==> src/rtl/tournament_predictor.sv <==
// tournament_predictor
//    N-lane tournament conditional-branch predictor: a gshare table, a bimodal
//    ("simple") table and a meta chooser, each PHT_ENTRIES x 2-bit saturating
//    counters, plus a speculative global history register.
//
//    Lookups are combinational from registered state. Each lane gets its own
//    history checkpoint, chained from the lanes before it; chaining stops after
//    the first valid lane predicted taken. One resolve per cycle trains the
//    tables, and a mispredict repairs the history from the resolving
//    branch's checkpoint.
//
//    Ports
//       clock, reset            clock; synchronous active-high reset
//       i_lookup_valid[N]       lane i holds a conditional branch
//       i_lookup_pc[N*32]       branch PCs, lane 0 oldest
//       o_lookup_taken[N]       final prediction per lane
//       o_lookup_gshare[N]      gshare counter MSB per lane
//       o_lookup_simple[N]      simple counter MSB per lane
//       o_lookup_bhr[N*HB]      history checkpoint used by each lane
//       i_resolve_*             one resolving branch (pc, checkpoint, outcome,
//                               its gshare/simple bits, mispredict flag)
//       o_perf_lookups[32]      (TP_PERF_CNT_EN only) lookups consumed
//       o_perf_mispredicts[32]  (TP_PERF_CNT_EN only) resolved mispredicts
//
//    Optional feature macro: TP_PERF_CNT_EN adds the two performance counters.

module tournament_predictor #(
   parameter int N           = 2,
   parameter int PHT_ENTRIES = 64,
   parameter int HIST_BITS   = 6
) (
   input  logic                      clock,
   input  logic                      reset,
   input  logic [N-1:0]              i_lookup_valid,
   input  logic [N*32-1:0]           i_lookup_pc,
   output logic [N-1:0]              o_lookup_taken,
   output logic [N-1:0]              o_lookup_gshare,
   output logic [N-1:0]              o_lookup_simple,
   output logic [N*HIST_BITS-1:0]    o_lookup_bhr,
   input  logic                      i_resolve_valid,
   input  logic [31:0]               i_resolve_pc,
   input  logic [HIST_BITS-1:0]      i_resolve_bhr,
   input  logic                      i_resolve_taken,
   input  logic                      i_resolve_gshare,
   input  logic                      i_resolve_simple,
   input  logic                      i_resolve_mispredict
`ifdef TP_PERF_CNT_EN
   ,
   output logic [31:0]               o_perf_lookups,
   output logic [31:0]               o_perf_mispredicts
`endif
);

   localparam int IDX_BITS = $clog2(PHT_ENTRIES);

   logic [1:0]           r_gshare_pht [PHT_ENTRIES];
   logic [1:0]           r_simple_pht [PHT_ENTRIES];
   logic [1:0]           r_meta_pht   [PHT_ENTRIES];
   logic [HIST_BITS-1:0] r_bhr;

   logic [HIST_BITS-1:0] w_h    [N+1];
   logic [IDX_BITS-1:0]  w_idx  [N];
   logic [IDX_BITS-1:0]  w_gidx [N];
   logic [N-1:0]         w_g;
   logic [N-1:0]         w_s;
   logic [N-1:0]         w_t;
   logic [N-1:0]         w_lane_live;
   logic                 w_stop;
   logic [IDX_BITS-1:0]  w_ridx;
   logic [IDX_BITS-1:0]  w_rgidx;
   logic                 w_unused_pc_bits;

   function automatic logic [1:0] sat_step(input logic [1:0] c, input logic up);
      if (up) return (c == 2'b11) ? c : c + 2'b01;
      else    return (c == 2'b00) ? c : c - 2'b01;
   endfunction

   // Truncating the concatenation keeps the youngest HIST_BITS bits, which
   // also covers HIST_BITS == 1 (result is just the new bit).
   function automatic logic [HIST_BITS-1:0] shift_in(input logic [HIST_BITS-1:0] h,
                                                     input logic b);
      return HIST_BITS'({h, b});
   endfunction

   // Only PC bits [IDX_BITS+1:2] index the tables.
   assign w_unused_pc_bits = ^{i_lookup_pc, i_resolve_pc};

   always_comb begin
      w_h[0]          = r_bhr;
      w_stop          = 1'b0;
      w_lane_live     = '0;
      w_g             = '0;
      w_s             = '0;
      w_t             = '0;
      o_lookup_taken  = '0;
      o_lookup_gshare = '0;
      o_lookup_simple = '0;
      o_lookup_bhr    = '0;
      for (int i = 0; i < N; i++) begin
         w_idx[i]  = i_lookup_pc[i*32+2 +: IDX_BITS];
         w_gidx[i] = w_idx[i] ^ IDX_BITS'(w_h[i]);
         w_g[i]    = r_gshare_pht[w_gidx[i]][1];
         w_s[i]    = r_simple_pht[w_idx[i]][1];
         w_t[i]    = r_meta_pht[w_idx[i]][1] ? w_g[i] : w_s[i];
         // A lane past the first predicted-taken one is on the wrong path:
         // it still reports a prediction but does not extend the history.
         w_lane_live[i] = i_lookup_valid[i] && !w_stop;
         w_h[i+1]       = w_lane_live[i] ? shift_in(w_h[i], w_t[i]) : w_h[i];
         if (w_lane_live[i] && w_t[i]) w_stop = 1'b1;
         if (i_lookup_valid[i]) begin
            o_lookup_taken[i]                         = w_t[i];
            o_lookup_gshare[i]                        = w_g[i];
            o_lookup_simple[i]                        = w_s[i];
            o_lookup_bhr[i*HIST_BITS +: HIST_BITS]    = w_h[i];
         end
      end
   end

   assign w_ridx  = i_resolve_pc[IDX_BITS+1:2];
   assign w_rgidx = w_ridx ^ IDX_BITS'(i_resolve_bhr);

   always_ff @(posedge clock) begin
      if (reset) begin
         for (int e = 0; e < PHT_ENTRIES; e++) begin
            r_gshare_pht[e] <= 2'b01;
            r_simple_pht[e] <= 2'b01;
            r_meta_pht[e]   <= 2'b01;
         end
         r_bhr <= '0;
      end else begin
         if (i_resolve_valid) begin
            r_gshare_pht[w_rgidx] <= sat_step(r_gshare_pht[w_rgidx], i_resolve_taken);
            r_simple_pht[w_ridx]  <= sat_step(r_simple_pht[w_ridx], i_resolve_taken);
            // The chooser only learns when the two components disagreed.
            if (i_resolve_gshare != i_resolve_simple)
               r_meta_pht[w_ridx] <= sat_step(r_meta_pht[w_ridx],
                                              i_resolve_gshare == i_resolve_taken);
         end
         if (i_resolve_valid && i_resolve_mispredict)
            r_bhr <= shift_in(i_resolve_bhr, i_resolve_taken);
         else
            r_bhr <= w_h[N];
      end
   end

`ifdef TP_PERF_CNT_EN
   logic [31:0] r_perf_lookups;
   logic [31:0] r_perf_mispredicts;
   logic [31:0] w_live_cnt;

   always_comb begin
      w_live_cnt = '0;
      for (int i = 0; i < N; i++) w_live_cnt = w_live_cnt + 32'(w_lane_live[i]);
   end

   always_ff @(posedge clock) begin
      if (reset) begin
         r_perf_lookups     <= '0;
         r_perf_mispredicts <= '0;
      end else begin
         r_perf_lookups <= r_perf_lookups + w_live_cnt;
         if (i_resolve_valid && i_resolve_mispredict)
            r_perf_mispredicts <= r_perf_mispredicts + 32'd1;
      end
   end

   assign o_perf_lookups     = r_perf_lookups;
   assign o_perf_mispredicts = r_perf_mispredicts;
`else
   // Performance counters not built.
`endif

endmodule

==> config.mk <==
export PLATFORM = sky130hd
export DESIGN_NAME = tournament_predictor
export DESIGN_NICKNAME = d
export VERILOG_FILES = /design/src/rtl/tournament_predictor.sv
export SDC_FILE = /design/constraint.sdc
export NUM_CORES = 1
export LEC_CHECK = 0
export CAP_MARGIN = 20
export CORE_UTILIZATION = 63
export CTS_BUF_LIST = sky130_fd_sc_hd__clkbuf_4 sky130_fd_sc_hd__clkbuf_8
export DETAILED_ROUTE_END_ITERATION = 10
export PLACE_DENSITY = 0.83
export SLEW_MARGIN = 0
export SYNTH_ARGS = -nofsm -noshare
export SYNTH_HDL_FRONTEND = slang
export SYNTH_SLANG_ARGS = --single-unit
==> constraint.sdc <==
create_clock -name clock -period 6.1 [get_ports clock]
set_clock_uncertainty 0.2 [all_clocks]
set_input_delay 0.61 -clock clock [delete_from_list [all_inputs] [get_ports clock]]
set_output_delay 0.61 -clock clock [all_outputs]
set_load 0.005 [all_outputs]
==> results of run 1 <==
[worst max-delay path: cells and delay by family]
kind | cells | cell delay [ns]
AND/OR/NAND/NOR | 5 | 1.06
AO/OA/AOI/OAI | 5 | 2.00
buffers and inverters | 2 | 1.48
[per-stage QoR]
stage,instance area [µm²],utilization
floorplan,23200,-
global placement,24300,0.678
detailed placement,24300,0.678
CTS,25600,0.712
global route,25700,0.715
finish,25700,0.716
[where the power goes]
part	internal [µW]	switching (µW)	total (µW)	leakage [µW]
Combinational	503	896	1400	0.00424
Clock	1170	1090	2260	0.000651
Sequential	3010	67.7	3080	0.00349
[synth_stat cells (3+ instances only)]
master	instances	share of area
a22o_1	17	0.0064
nor2b_1	15	0.0041
o21bai_1	24	0.0078
nor3_1	79	0.017
dfxtp_1	6	0.0052
nor3b_1	5	0.0016
a22oi_1	120	0.039
o211ai_1	9	0.0029
o311ai_0	4	0.0015
nor2_1	236	0.038
xnor2_1	15	0.0057
o31ai_1	6	0.0019
edfxtp_1	384	0.50
or3_1	4	0.0011
or2_2	41	0.011
mux4_2	85	0.083
xor2_1	14	0.0053
nand3_1	158	0.034
a21oi_1	36	0.0078
a221o_1	4	0.0017
o21ai_0	22	0.0048
mux2i_1	75	0.032
nand2b_1	142	0.038
mux2_2	12	0.0058
nand2_1	296	0.048
and2_1	8	0.0022
inv_1	10	0.0016
a221oi_1	17	0.0064
o22ai_1	5	0.0014
clkbuf_1	152	0.025
a31oi_1	18	0.0049
and3_1	3	0.00081
a211oi_1	15	0.0049
nand4_1	52	0.014
buf_2	18	0.0039
maj3_1	6	0.0026
nor4_1	4	0.0011
a311oi_1	5	0.0019
buf_1	44	0.0071
[layer usage]
metal	part of all wire	up-vias	GRT usage
li1	-	8271	-
met1	0.35	9287	0.504
met2	0.44	1825	0.560
met3	0.16	347	0.116
met4	0.048	0	0.169
met5	0	-	0
[worst max path at each step]
stage               slack, ns           start           endpoint
floorplan                1.34  i_lookup_pc[2]  o_lookup_taken[1]
global placement         0.17  i_lookup_pc[3]  o_lookup_taken[1]
detailed placement       0.10  i_lookup_pc[3]  o_lookup_taken[1]
CTS                      0.10  i_lookup_pc[3]  o_lookup_taken[1]
global route          -0.0003  i_lookup_pc[3]  o_lookup_taken[1]
finish                   0.13  i_lookup_pc[5]  o_lookup_taken[1]
[repair_timing]
item	4_1_cts	5_1_grt
endpoints found under the setup margin	0	2
setup buffers	0	4
resized for setup	0	6
[registers in the layout (all words and copies together) (netlist names)]
name / count
r_gshare_pht: 128
r_meta_pht: 128
r_simple_pht: 128
r_bhr: 6
[placed cells by master, fill, tap and decap left out, drive strengths merged, types with 46 or more instances in the layout]
cell           count
nand2b           142
clkdlybuf4s50     46
edfxtp           384
nand3            159
nor2             236
clkbuf            88
nand2            296
buf              103
a22oi            120
mux4              87
nor3              79
mux2i             75
nand4             53
[cell type report]
class | count | area (µm²) | share of cell area
diodes | 1 | 2.50 | 0.0000974
clock buffers | 87 | 1080 | 0.0422
clock inverters | 31 | 150 | 0.00584
inverters | 11 | 41.3 | 0.00161
multi-input cells | 1594 | 10800 | 0.419
flip-flops and latches | 390 | 11700 | 0.453
well taps | 461 | 577 | 0.0224
repair buffers | 150 | 1420 | 0.0551
[logic make-up (layout without fill, tap and decap cells)]
logic type               count (synthesis)  count (layout)
AND/OR/NAND/NOR                       1055            1055
flip-flops                             390             390
AO/OA/AOI/OAI                          329             329
buffers and inverters                  229             279
multiplexers                           174             174
XOR/XNOR                                30              30
adder cells (fa/ha/maj)                  6               6
other                                    0               1
==> run metrics, run 1 <==
Most common cell on crit path clkdlybuf4s50_1; post-synthesis simple-gate area fraction 0.216; nets@finish approximately 2300; critical path fanouts, max 10; R2R Path Start r_bhr[1]; maxcap violations 0; Netlist cell types slightly above 70; Max rail drop VDD ~0.20 mV; Critical Path End Type output pin; RePlAce Congestion about 1.1; CTS tree done; drt drc 0; Mean Syn Cell Area around 10 µm²; Synth Instances about 2200; largest net degree at the start of global routing slightly above 80; clk sinks between 300 and 400; Skew-Pair Late Insertion Delay ~0.65 ns; ys flop type edfxtp_1; Final period util 0.978; asr flop ratio synth 0; hpwl dp between 40000 and 50000 µm; Die ar. 0.0375 mm²; yosys warns 0; Min-Delay Startpoint reset; syn nets 2324; Buffers on Ports 50; Slew headroom 0.252; Min-Delay Path Depth 2; Post-Place Setup Slack 0.105 ns; die width 194 µm; drt wl/cell about 26 µm; grt total ovfl 0; Hold EP r_simple_pht[16][0]; setup TNS 0 ns; via count between 15000 and 20000; Hold Crit Class input pin to register; crit path cell chain clkdlybuf4s50_1, nand2b_1, o31ai_1, nor4b_1, a311o_2, and3_1, a2111o_1, a2111oi_2, o32ai_1, or3_1, nand2_1, clkdlybuf4s50_1; crit-path max cell delay a little under 1 ns; min Tclk post-route approximately 6.0 ns; Synth Register Bits between 300 and 400; largest family of logic cells by synthesized area simple AND/OR/NAND/NOR gates; Setup CP Type input pin to output pin; Adder-Cell Fraction of Synth Area 0.00259; Non-Filler Instances 2725; Slowest-stage cell, CP clkdlybuf4s50_1; Core ar. 0.0359 mm²; final hold violation count 0; All-Layer GR Usage 0.374; reg2reg path depth 14; Root Driver clkbuf_8; htree depth 3; Slew @ Worst Pin approximately 1.1 ns; P_leak 0.00838 µW; register area share after synthesis 0.503; CTS Buffer Depth 3; DRT Wirelength 70600 µm; IO Pins approximately 130; cts hold-fix bufs 0; arrival time worst endpoint around 5.2 ns; setup violators final 0; Worst-path clk slew approximately 0.060 ns; drt pass-1 iters 8; worst path required time 5.29 ns; crit start category input pin; initial antenna violation count 0; global-route wire length before repair 108000 µm; cell row count slightly below 70; PwrDens 262 mW/mm²; outcome finished, final reports clean; reg2reg setup slack slightly below 2 ns; Power Total just under 7000 µW; final slew viol count 0; EDFF count, synth roughly 380; share of cells above drive strength 1 0.169; xor and xnor area share after synthesis 0.0117; Final Worst Setup Slack ~0.13 ns; Starting Density 0.645; fmax 0.168 GHz; final antenna-violating net count 0; vias in the first global route about 19000; Final Hold Slack between 0.4 and 0.5 ns; placed insts roughly 2600; CTS buffer count ~70; Fill cells ~2400; fraction of the mapped netlist area in compound gates 0.104; Area Growth Syn to Fin 10.9%; initial drt markers between 3000 and 4000; worst reg2reg endpoint r_bhr[0]; post-synthesis mux area share 0.123; synthesized area 0.0232 mm²; Avg Vias per Cell 7.24; DIE HEIGHT approximately 190 µm
Note: power is estimated with default switching activity, not from simulation.
==> run 2, diff against run 1 <==
CORE_MARGIN = 2   (was unset)
CTS_CLUSTER_DIAMETER = 50   (was unset)
==> run metrics, run 2 (synthesis results as in run 1) <==
share of total power in the clock network 0.334 (about the same); largest net degree at the start of global routing 84 (+2.4%); arrival time worst endpoint 5.13 ns (-0.03 ns); delay-heaviest family, CP compound AO/OA/AOI/OAI gates; CTS Buffer Depth 3 (unchanged); Slew headroom 0.321 (+0.0685); fmax 0.168 GHz (+0.49%); final hold violation count 0 (unchanged); maxcap violations 0 (unchanged); CTS tree done; RePlAce Congestion 0.992 (-7.5%); Root Driver clkbuf_8; Core ar. 0.0364 mm² (+1.4%); Skew-Pair Late Insertion Delay 0.62 ns (-0.03 ns); Starting Density 0.636 (-0.00921); Area Growth Syn to Fin 10.9% (about the same); most common cell after layout, fill and taps aside edfxtp_1; drt drc 0 (unchanged); Finished Core Util 0.705 (-0.0107); CTS buffer count 66 (-2.9%); Die ar. 0.0383 mm² (+2.1%); Post-Place Setup Slack 0.0679 ns (-0.0369 ns); Max rail drop VDD 0.110 mV (-45%); vias in the first global route 18700 (-1.9%); final slew viol count 0 (unchanged); Power Total 6720 µW (-0.27%); global-route wire length before repair 106000 µm (-1.7%); crit path cell chain clkdlybuf4s50_1, buf_12, and2_1, a22oi_1, nand2_1, o31ai_1, nor3b_1, a311o_1, and3_1, a2111o_1, a2111oi_1, o32ai_1, or3_1, nand2_1, clkdlybuf4s50_1; Comb pwr share 0.209 (about the same); die width 196 µm (+1.0%); drt pass-1 iters 6 (-2); initial antenna violation count 1 (+1); Final period util 0.974 (-0.00474); Slew @ Worst Pin 1.02 ns (-0.102 ns); Final Worst Setup Slack 0.161 ns (+0.0289 ns); crit start category input pin; Slowest-stage cell, CP o31ai_1; crit-path max cell delay 0.60 ns (-0.38 ns); setup violators final 0 (unchanged); grt total ovfl 0 (unchanged); Net Sw Frac 0.304 (-0.00133); cell row count 70 (+1.4%); Avg Vias per Cell 7.18 (-0.80%); Pint 4670 µW (about the same); leading cell types in the layout, fill and taps excluded 384 x edfxtp_1, 296 x nand2_1, 235 x nor2_1; Net Sw Power 2040 µW (-0.70%); htree depth 3 (unchanged); nets@finish 2322 (-0.17%); All-Layer GR Usage 0.361 (-0.0133); Fill cells 2468 (+3.0%); initial drt markers 3114 (-9.5%); drt wl/cell 25.3 µm (-2.4%); IO Pins 129 (unchanged); clk sinks 390 (unchanged); postcts setup bufs 0 (unchanged); share of cells above drive strength 1 0.166 (-0.00310); final antenna-violating net count 0 (unchanged); min Tclk post-route 5.94 ns (-0.0289 ns); critical path fanouts, max 19 (+9); via count 19500 (-0.98%); hpwl dp 45900 µm (-3.6%); Hold Crit Class input pin to register; Buffers on Ports 50 (unchanged); biggest regs r_gshare_pht: 128 flops, r_meta_pht: 128 flops, r_simple_pht: 128 flops; DIE HEIGHT 196 µm (+1.0%); P_leak 0.00834 µW (-0.45%); placed insts 2607 (+0.39%); PwrDens 262 mW/mm² (-0.20%); Non-Filler Instances 2720 (-0.18%); Buffers & Inverters on Critical Path 3 (+1); setup TNS 0 ns (unchanged); worst path required time 5.29 ns (about the same); Worst-path clk slew 0.06 ns (about the same); Critical Path End Type output pin; DRT Wirelength 68700 µm (-2.6%); Setup CP Type input pin to output pin; Flop pwr share 0.458 (about the same); outcome finished, final reports clean
## run 2: what timing repair did
| action | 4_1_cts | 5_1_grt |
|---|---|---|
| hold buffers | 0 | 0 |
| endpoints found under the setup margin | 0 | 2 |
| resized for setup | 0 | 5 |
## run 2: power groups by stage
stage | logic [µW] | registers, µW | clock network, µW
after global placement | 1320 | 3120 | 0
after CTS | 1350 | 3070 | 2240
final | 1400 | 3070 | 2240
after detailed placement | 1340 | 3120 | 0
after floorplan | 886 | 3090 | 0
after global routing | 1470 | 3080 | 2340
## run 2: routing by layer
layer | global-route usage | up-vias | share of wire
li1 | - | 8257 | -
met1 | 0.503 | 9273 | 0.36
met2 | 0.532 | 1724 | 0.44
met3 | 0.0985 | 282 | 0.15
met4 | 0.171 | 0 | 0.046
met5 | 0 | - | 0
## run 2: worst paths after layout
check             depth (start not counted)                 to                start  slack, ns
setup / recovery                         15  o_lookup_taken[1]       i_lookup_pc[3]       0.16
hold / removal                            2           r_bhr[1]                reset       0.24
setup reg to reg                         13           r_bhr[0]  r_simple_pht[52][1]       1.87
hold reg to reg                           2           r_bhr[5]             r_bhr[4]       0.51
## run 2: area by class of cell
class                   instances  area [µm²]  area share
flip-flops and latches        390       11700       0.454
multi-input cells            1594       10800       0.419
repair buffers                148        1430      0.0556
clock buffers                  81        1030      0.0402
well taps                     468         586      0.0228
clock inverters                27         173     0.00672
inverters                      11        41.3     0.00161
diodes                          1        2.50   0.0000974
## run 2: stage by stage
step	instance area, µm²	hold WS [ns]
floorplan	23200	0.422
global placement	24400	0.490
detailed placement	24400	0.498
CTS	25600	0.206
global route	25700	0.263
finish	25700	0.244
